File: config.mk
export PLATFORM = sky130hd
export DESIGN_NAME = fetch_stage
export DESIGN_NICKNAME = d
export VERILOG_FILES = /design/src/rtl/fetch_pkg.sv /design/src/rtl/fetch_buffer.sv /design/src/rtl/fetch_stage.sv
export SDC_FILE = /design/constraint.sdc
export NUM_CORES = 1
export LEC_CHECK = 0
export ABC_AREA = 0
export CAP_MARGIN = 20
export CELL_PAD_IN_SITES_DETAIL_PLACEMENT = 1
export CELL_PAD_IN_SITES_GLOBAL_PLACEMENT = 1
export CORE_MARGIN = 4
export CORE_UTILIZATION = 39
export CTS_CLUSTER_DIAMETER = 40
export DETAILED_ROUTE_END_ITERATION = 16
export PLACE_DENSITY_LB_ADDON = 0.1
export SETUP_SLACK_MARGIN = 0.1
export SLEW_MARGIN = 20
export SYNTH_ARGS = -nofsm -noshare
export SYNTH_HDL_FRONTEND = slang
export SYNTH_SLANG_ARGS = --single-unit
File: constraint.sdc
create_clock -name clk -period 2.6 [get_ports clk]
set_input_delay 0.52 -clock clk [delete_from_list [all_inputs] [get_ports clk]]
set_output_delay 0.52 -clock clk [all_outputs]
set_load 0.01 [all_outputs]
File: src/rtl/fetch_pkg.sv
// Shared types and constants for the instruction-fetch stage.
// The queue entry is the fetched word plus the PC+4 that decode needs for links/branches.
package fetch_pkg;

    typedef enum logic [1:0] {
        ST_FETCH = 2'd0,
        ST_WAIT  = 2'd1,
        ST_FLUSH = 2'd2
    } fetch_state_e;

    localparam logic [31:0] NOP_INSTR        = 32'h0000_0000;
    localparam logic [31:0] RESET_PC_DEFAULT = 32'h0040_0000;
    localparam int          ENTRY_W          = 64;

    typedef struct packed {
        logic [31:0] instr;
        logic [31:0] pc_plus_4;
    } fetch_entry_t;

    function automatic logic [31:0] align_word(input logic [31:0] addr);
        return addr & 32'hFFFF_FFFC;
    endfunction

endpackage

File: src/rtl/fetch_buffer.sv
// Two-entry synchronous FIFO between fetch and decode; flush empties it and
// overrides any push or pop presented in the same cycle.
module fetch_buffer
    import fetch_pkg::*;
(
    input  logic               clk,
    input  logic               reset,
    input  logic               push_i,
    input  logic [ENTRY_W-1:0] push_data_i,
    input  logic               pop_i,
    input  logic               flush_i,
    output logic [1:0]         count_o,
    output logic [ENTRY_W-1:0] head_o
);

    logic [ENTRY_W-1:0] mem_q [2];
    logic [ENTRY_W-1:0] mem_d [2];
    logic               wr_ptr_q, wr_ptr_d;
    logic               rd_ptr_q, rd_ptr_d;
    logic [1:0]         count_q, count_d;
    logic               push_en, pop_en;

    always_comb begin
        mem_d    = mem_q;
        wr_ptr_d = wr_ptr_q;
        rd_ptr_d = rd_ptr_q;
        count_d  = count_q;
        pop_en   = pop_i && !flush_i && (count_q != 2'd0);
        push_en  = push_i && !flush_i && ((count_q != 2'd2) || pop_en);
        if (flush_i) begin
            wr_ptr_d = 1'b0;
            rd_ptr_d = 1'b0;
            count_d  = 2'd0;
        end else begin
            if (push_en) begin
                mem_d[wr_ptr_q] = push_data_i;
                wr_ptr_d        = wr_ptr_q + 1'b1;
            end
            if (pop_en) begin
                rd_ptr_d = rd_ptr_q + 1'b1;
            end
            count_d = count_q + {1'b0, push_en} - {1'b0, pop_en};
        end
    end

    always_ff @(posedge clk) begin
        if (!reset) begin
            mem_q    <= '{default: '0};
            wr_ptr_q <= 1'b0;
            rd_ptr_q <= 1'b0;
            count_q  <= 2'd0;
        end else begin
            mem_q    <= mem_d;
            wr_ptr_q <= wr_ptr_d;
            rd_ptr_q <= rd_ptr_d;
            count_q  <= count_d;
        end
    end

    assign count_o = count_q;
    assign head_o  = mem_q[rd_ptr_q];

endmodule

File: src/rtl/fetch_stage.sv
// Instruction-fetch stage: owns the PC, issues one request at a time to a
// handshaked instruction memory and queues responses for decode.
module fetch_stage
    import fetch_pkg::*;
#(
    parameter logic [31:0] RESET_PC  = RESET_PC_DEFAULT,
    parameter int          BUF_DEPTH = 2
)(
    input  logic        clk,
    input  logic        reset,
    output logic        imem_req_o,
    output logic [31:0] imem_addr_o,
    input  logic        imem_ready_i,
    input  logic        imem_rvalid_i,
    input  logic [31:0] imem_rdata_i,
    input  logic        redirect_valid_i,
    input  logic [31:0] redirect_pc_i,
    input  logic        id_ready_i,
    output logic        if_valid_o,
    output logic [31:0] if_instr_o,
    output logic [31:0] if_pc_plus_4_o
);

    localparam logic [1:0] DEPTH_CNT = 2'(BUF_DEPTH);

    fetch_state_e state_q, state_d, rst_state;
    logic [31:0]  pc_q, pc_d;
    logic [31:0]  tag_q, tag_d;
    logic         handshake;
    logic         buf_push, buf_pop;
    logic [1:0]   buf_count;
    fetch_entry_t push_entry, head_entry;

    always_comb begin
        imem_req_o           = reset && (state_q == ST_FETCH) && (buf_count < DEPTH_CNT);
        imem_addr_o          = pc_q;
        handshake            = imem_req_o && imem_ready_i;
        buf_push             = (state_q == ST_WAIT) && imem_rvalid_i;
        push_entry.instr     = imem_rdata_i;
        push_entry.pc_plus_4 = tag_q;
        if_valid_o           = (buf_count != 2'd0);
        buf_pop              = if_valid_o && id_ready_i;
        if_instr_o           = if_valid_o ? head_entry.instr : NOP_INSTR;
        if_pc_plus_4_o       = if_valid_o ? head_entry.pc_plus_4 : 32'h0;

        state_d = state_q;
        pc_d    = pc_q;
        tag_d   = tag_q;
        case (state_q)
            ST_FETCH: begin
                if (handshake) begin
                    pc_d    = pc_q + 32'd4;
                    tag_d   = pc_q + 32'd4;
                    state_d = ST_WAIT;
                end
            end
            ST_WAIT:  if (imem_rvalid_i) state_d = ST_FETCH;
            ST_FLUSH: if (imem_rvalid_i) state_d = ST_FETCH;
            default:  state_d = ST_FETCH;
        endcase

        // A request still in flight after a redirect must be swallowed in FLUSH.
        if (redirect_valid_i) begin
            pc_d = align_word(redirect_pc_i);
            if (state_q == ST_FETCH) begin
                state_d = handshake ? ST_FLUSH : ST_FETCH;
            end else begin
                state_d = imem_rvalid_i ? ST_FETCH : ST_FLUSH;
            end
        end

        if ((state_q == ST_WAIT) || (state_q == ST_FLUSH)) begin
            rst_state = ST_FLUSH;
        end else begin
            rst_state = ST_FETCH;
        end
    end

    always_ff @(posedge clk) begin
        if (!reset) begin
            state_q <= rst_state;
            pc_q    <= RESET_PC;
            tag_q   <= 32'h0;
        end else begin
            state_q <= state_d;
            pc_q    <= pc_d;
            tag_q   <= tag_d;
        end
    end

    fetch_buffer u_buffer (
        .clk         (clk),
        .reset       (reset),
        .push_i      (buf_push),
        .push_data_i (push_entry),
        .pop_i       (buf_pop),
        .flush_i     (redirect_valid_i),
        .count_o     (buf_count),
        .head_o      (head_entry)
    );

endmodule

==> reports/results.md <==
| Metric | Reported |
| --- | --- |
| Outcome | completed |
| Largest area contributor in the netlist | sky130_fd_sc_hd__dfxtp_1 |
| Height of the die | 159.8 um |
| Ys flop type | sky130_fd_sc_hd__dfxtp_1 |
| Fraction of the mapped netlist area in compound gates | 17.20% |
| Diode insertion count for antenna repair | 0 |
| Non-Filler Instances | 1,525 |
| First-pass GRT wire length | 41,590 um |
| Number of max-capacitance violations reported | 0 |
| Kind of critical path | flop to primary output |
| X dimension of the die | 159.8 um |
| Setup TNS | 0 ns |
| First drt pass iteration count | 4 |
| Avg WL per Cell | 16.18 um |
| Transition time at the pin with the least slew margin | 0.6263 ns |
| Number of post-CTS setup repair buffers | 0 |
| Effective utilization at floorplan | 39.71% |
| Count of input and output buffers | 161 |
| Max-slew headroom at the worst pin | 58.25% |
| Final wirelength | 24,670 um |
| Number of clock buffers inserted by TritonCTS | 17 |
| Post-synthesis simple-gate area fraction | 22.50% |
| Synth cell types | 47 |
| Power density over the cells | 577.4 mW/mm^2 |
| Final Max Tran Viols | 0 |
| Vias | 7,793 |
| Number of nets with antenna violations after detailed routing | 0 |
| Final setup vio count | 0 |
| Placeable core area | 0.02264 mm^2 |
| Maximum vdd ir drop | 525.9 uV |
| CP peak stage delay | 0.57 ns |
| Share of the synthesized area in the top cell type | 41.86% |
| Later-pin clock latency in the skew report | 0.43 ns |
| Startpoint of the lowest-slack register-to-register path | imem_addr_o[2] |
| Synthesized-area fraction occupied by adder cells | 0.4175% |
| Clock tree from TritonCTS | built |
| Most area-consuming cells after synthesis | sky130_fd_sc_hd__dfxtp_1, sky130_fd_sc_hd__nand2_1, sky130_fd_sc_hd__a21boi_0 |
| Fill cell instance count of the final layout | 2,692 |
| Gate count after technology mapping | 1,102 |
| Crit path from | u_buffer.rd_ptr_q |
| Net count of the finished layout | 1,301 |
| Highest attainable clock frequency | 412.4 MHz |
| Yosys reg bits | 190 |
| End-of-flow core utilization | 51.03% |
| Fraction of layout cells with a size suffix above 1 | 7.419% |
| Antenna violations before repair | 1 |
| Top-level I/O count | 168 |
| Area overhead of the layout relative to synthesis | 28.50% |
| Per-cell via count in the routed design | 5.110 |
| Xor and xnor fraction of the mapped netlist area | 5.552% |
| Setup repair after global routing missed its margin | yes |
| Via count of the first global-routing pass | 8,225 |
| CP Data Required Time | 2.08 ns |
| Part of the Yosys area used for sequential elements | 42.53% |
| CTS HTree Levels | 4 |
| Drt first-iter violations | 292 |
| Worst endpoint data arrival time | 1.91 ns |
| Post-layout minimum cycle time | 2.425 ns |
| Worst clock skew on the final layout | 0.01193 ns |
| Clock sink count | 190 |
| Yosys synthesis warning count | 0 |
| Async set-or-reset flop fraction in the synthesized netlist | 0% |
| Hold WC Path Type | primary input to flop |
| Final worst slack | 0.1749 ns |
| Crit end category | primary output |
| Leak Pwr | 3.796 nW |
| Max Fanout on Critical Path | 33 |
| Endpoint of the worst register-to-register path | tag_q[18] |
| Final hold violation count | 0 |
| Number of cells on the worst hold path | 2 |
| Count of cells along the worst register-to-register path | 7 |
| Area of the die | 0.02555 mm^2 |
| Total number of placement rows | 55 |
| Avg Inst Size Synth | 8.159 um^2 |
| Pin count of the biggest net entering global routing | 162 |
| Global routing usage summed across all routing layers | 19.41% |
| HPWL Detailed | 16,560 um |
| Remaining design rule violation count | 0 |
| Library cell used as clock root buffer | sky130_fd_sc_hd__clkbuf_16 |
| Netlist area before placement | 0.008991 mm^2 |
| Most frequent standard cell in the layout excluding fill and tap cells | sky130_fd_sc_hd__nand2_1 |
| Worst reg-to-reg setup slack | 0.49 ns |
| Final weighted congestion in routability-driven placement | 0.8271 |
| Remaining global-route overflow | 0 |
| Cell at the slowest stage of the critical path | sky130_fd_sc_hd__clkdlybuf4s50_1 |
| Leading cell types in the layout, fill and taps excluded | sky130_fd_sc_hd__nand2_1, sky130_fd_sc_hd__dfxtp_1, sky130_fd_sc_hd__clkdlybuf4s50_1 |
| Part of the cycle the worst path needs | 93.27% |
| Multiplexer share of the synthesized area | 7.125% |
| Number of enable flip-flop cells after synthesis | 2 |
| CP Cell Sequence | buf_16 -> mux2i_1 -> nor2_1 -> clkdlybuf4s50_1 |
| Dpl ws | 0.1597 ns |
| Bufs on Longest Clock Path | 2 |
| Clock transition at path regs | 0.08 ns |
| Largest family of logic cells by synthesized area | simple AND/OR/NAND/NOR gates |
| Setup crit end | if_instr_o[14] |
| Kind of start point of the critical path | flop |
| Instance count after placement with tap cells included | 1,494 |
[Yosys cell counts, types with 2 or more instances]
master / n
sky130_fd_sc_hd__a21boi_0: 125
sky130_fd_sc_hd__a21oi_1: 43
sky130_fd_sc_hd__and2_1: 6
sky130_fd_sc_hd__and3_1: 10
sky130_fd_sc_hd__and4_1: 2
sky130_fd_sc_hd__buf_1: 7
sky130_fd_sc_hd__buf_2: 24
sky130_fd_sc_hd__buf_4: 5
sky130_fd_sc_hd__clkbuf_1: 56
sky130_fd_sc_hd__dfxtp_1: 188
sky130_fd_sc_hd__edfxtp_1: 2
sky130_fd_sc_hd__ha_1: 3
sky130_fd_sc_hd__inv_1: 6
sky130_fd_sc_hd__mux2i_1: 64
sky130_fd_sc_hd__nand2_1: 292
sky130_fd_sc_hd__nand2b_1: 2
sky130_fd_sc_hd__nand3_1: 22
sky130_fd_sc_hd__nand4_1: 13
sky130_fd_sc_hd__nand4_4: 2
sky130_fd_sc_hd__nor2_1: 78
sky130_fd_sc_hd__nor2b_1: 2
sky130_fd_sc_hd__nor3_1: 3
sky130_fd_sc_hd__nor3_2: 2
sky130_fd_sc_hd__nor4_1: 4
sky130_fd_sc_hd__nor4_4: 2
sky130_fd_sc_hd__o211a_1: 9
sky130_fd_sc_hd__o21ai_0: 55
sky130_fd_sc_hd__xnor2_1: 24
sky130_fd_sc_hd__xor2_1: 33
[worst min path at each step]
stage                        startpoint                   to  slack (ns)
global route                      reset      imem_addr_o[22]        0.47
global placement    u_buffer.mem_q[106]  u_buffer.mem_q[106]        0.45
detailed placement   u_buffer.mem_q[82]   u_buffer.mem_q[82]        0.46
CTS                               reset      imem_addr_o[22]        0.44
floorplan           u_buffer.mem_q[100]  u_buffer.mem_q[100]        0.44
finish                            reset      imem_addr_o[22]        0.45
[metal layers]
layer  global-route usage (%)  up-vias  part of all wire (%)
met5                        0        -                 0.053
met4                    4.185        2                   1.1
met3                    4.284       22                   4.8
met2                    32.99      150                    46
met1                    25.44     3702                    48
li1                         -     3917                     -
[per-stage QoR]
step	hold WS [ns]	cell area (um^2)	total power (W)
after floorplan	0.4428	9002	0.003715
after global placement	0.4492	10940	0.004078
after detailed placement	0.4578	10940	0.004095
after CTS	0.4426	11530	0.006769
after global routing	0.4729	11550	0.007002
final	0.4523	11550	0.006671
[report_power, final]
group          internal [W]  switching (W)  total (W)
Combinational      0.000385       0.000432   0.000817
Clock               0.00148        0.00116    0.00264
Sequential          0.00306       0.000149    0.00321
[timing repair]
action | 4_1_cts | 5_1_grt
hold buffers | 0 | 0
gates resized for setup | 2 | 6
endpoints found under the setup margin | 19 | 28
[registers in the layout, indices dropped and copies added (netlist names)]
name and cells:
imem_addr_o 30, u_buffer.count_o 2, tag_q 30, state_q 2, u_buffer.wr_ptr_q 1, u_buffer.mem_q 124
u_buffer.rd_ptr_q 1
[layout make-up]
cell class	instances	area, um^2	share of cell area (%)
multi-input cells	817	4790	41.46
repair buffers	196	1968	17.03
clock buffers	20	457.9	3.964
clock inverters	11	130.1	1.126
flip-flops and latches	190	3829	33.14
inverters	6	22.52	0.1949
well taps	285	356.6	3.086
[critical path, delay by kind of cell (launching register included)]
kind / cells / cell delay (ns)
buffers and inverters: 2 / 0.82
DFF: 1 / 0.39
muxes: 1 / 0.11
and+or+nand+nor: 1 / 0.16
[logic make-up (layout without fill, tap and decap cells)]
family / Yosys count / count (layout)
AOI/OAI and AO/OA: 236 / 236
adders and majority gates: 3 / 3
DFF: 190 / 190
xor gates and xnor gates: 57 / 57
and+or+nand+nor: 453 / 453
muxes: 64 / 64
other: 1 / 4
buffers and inverters: 98 / 233
(Power assumes the default switching activity.)
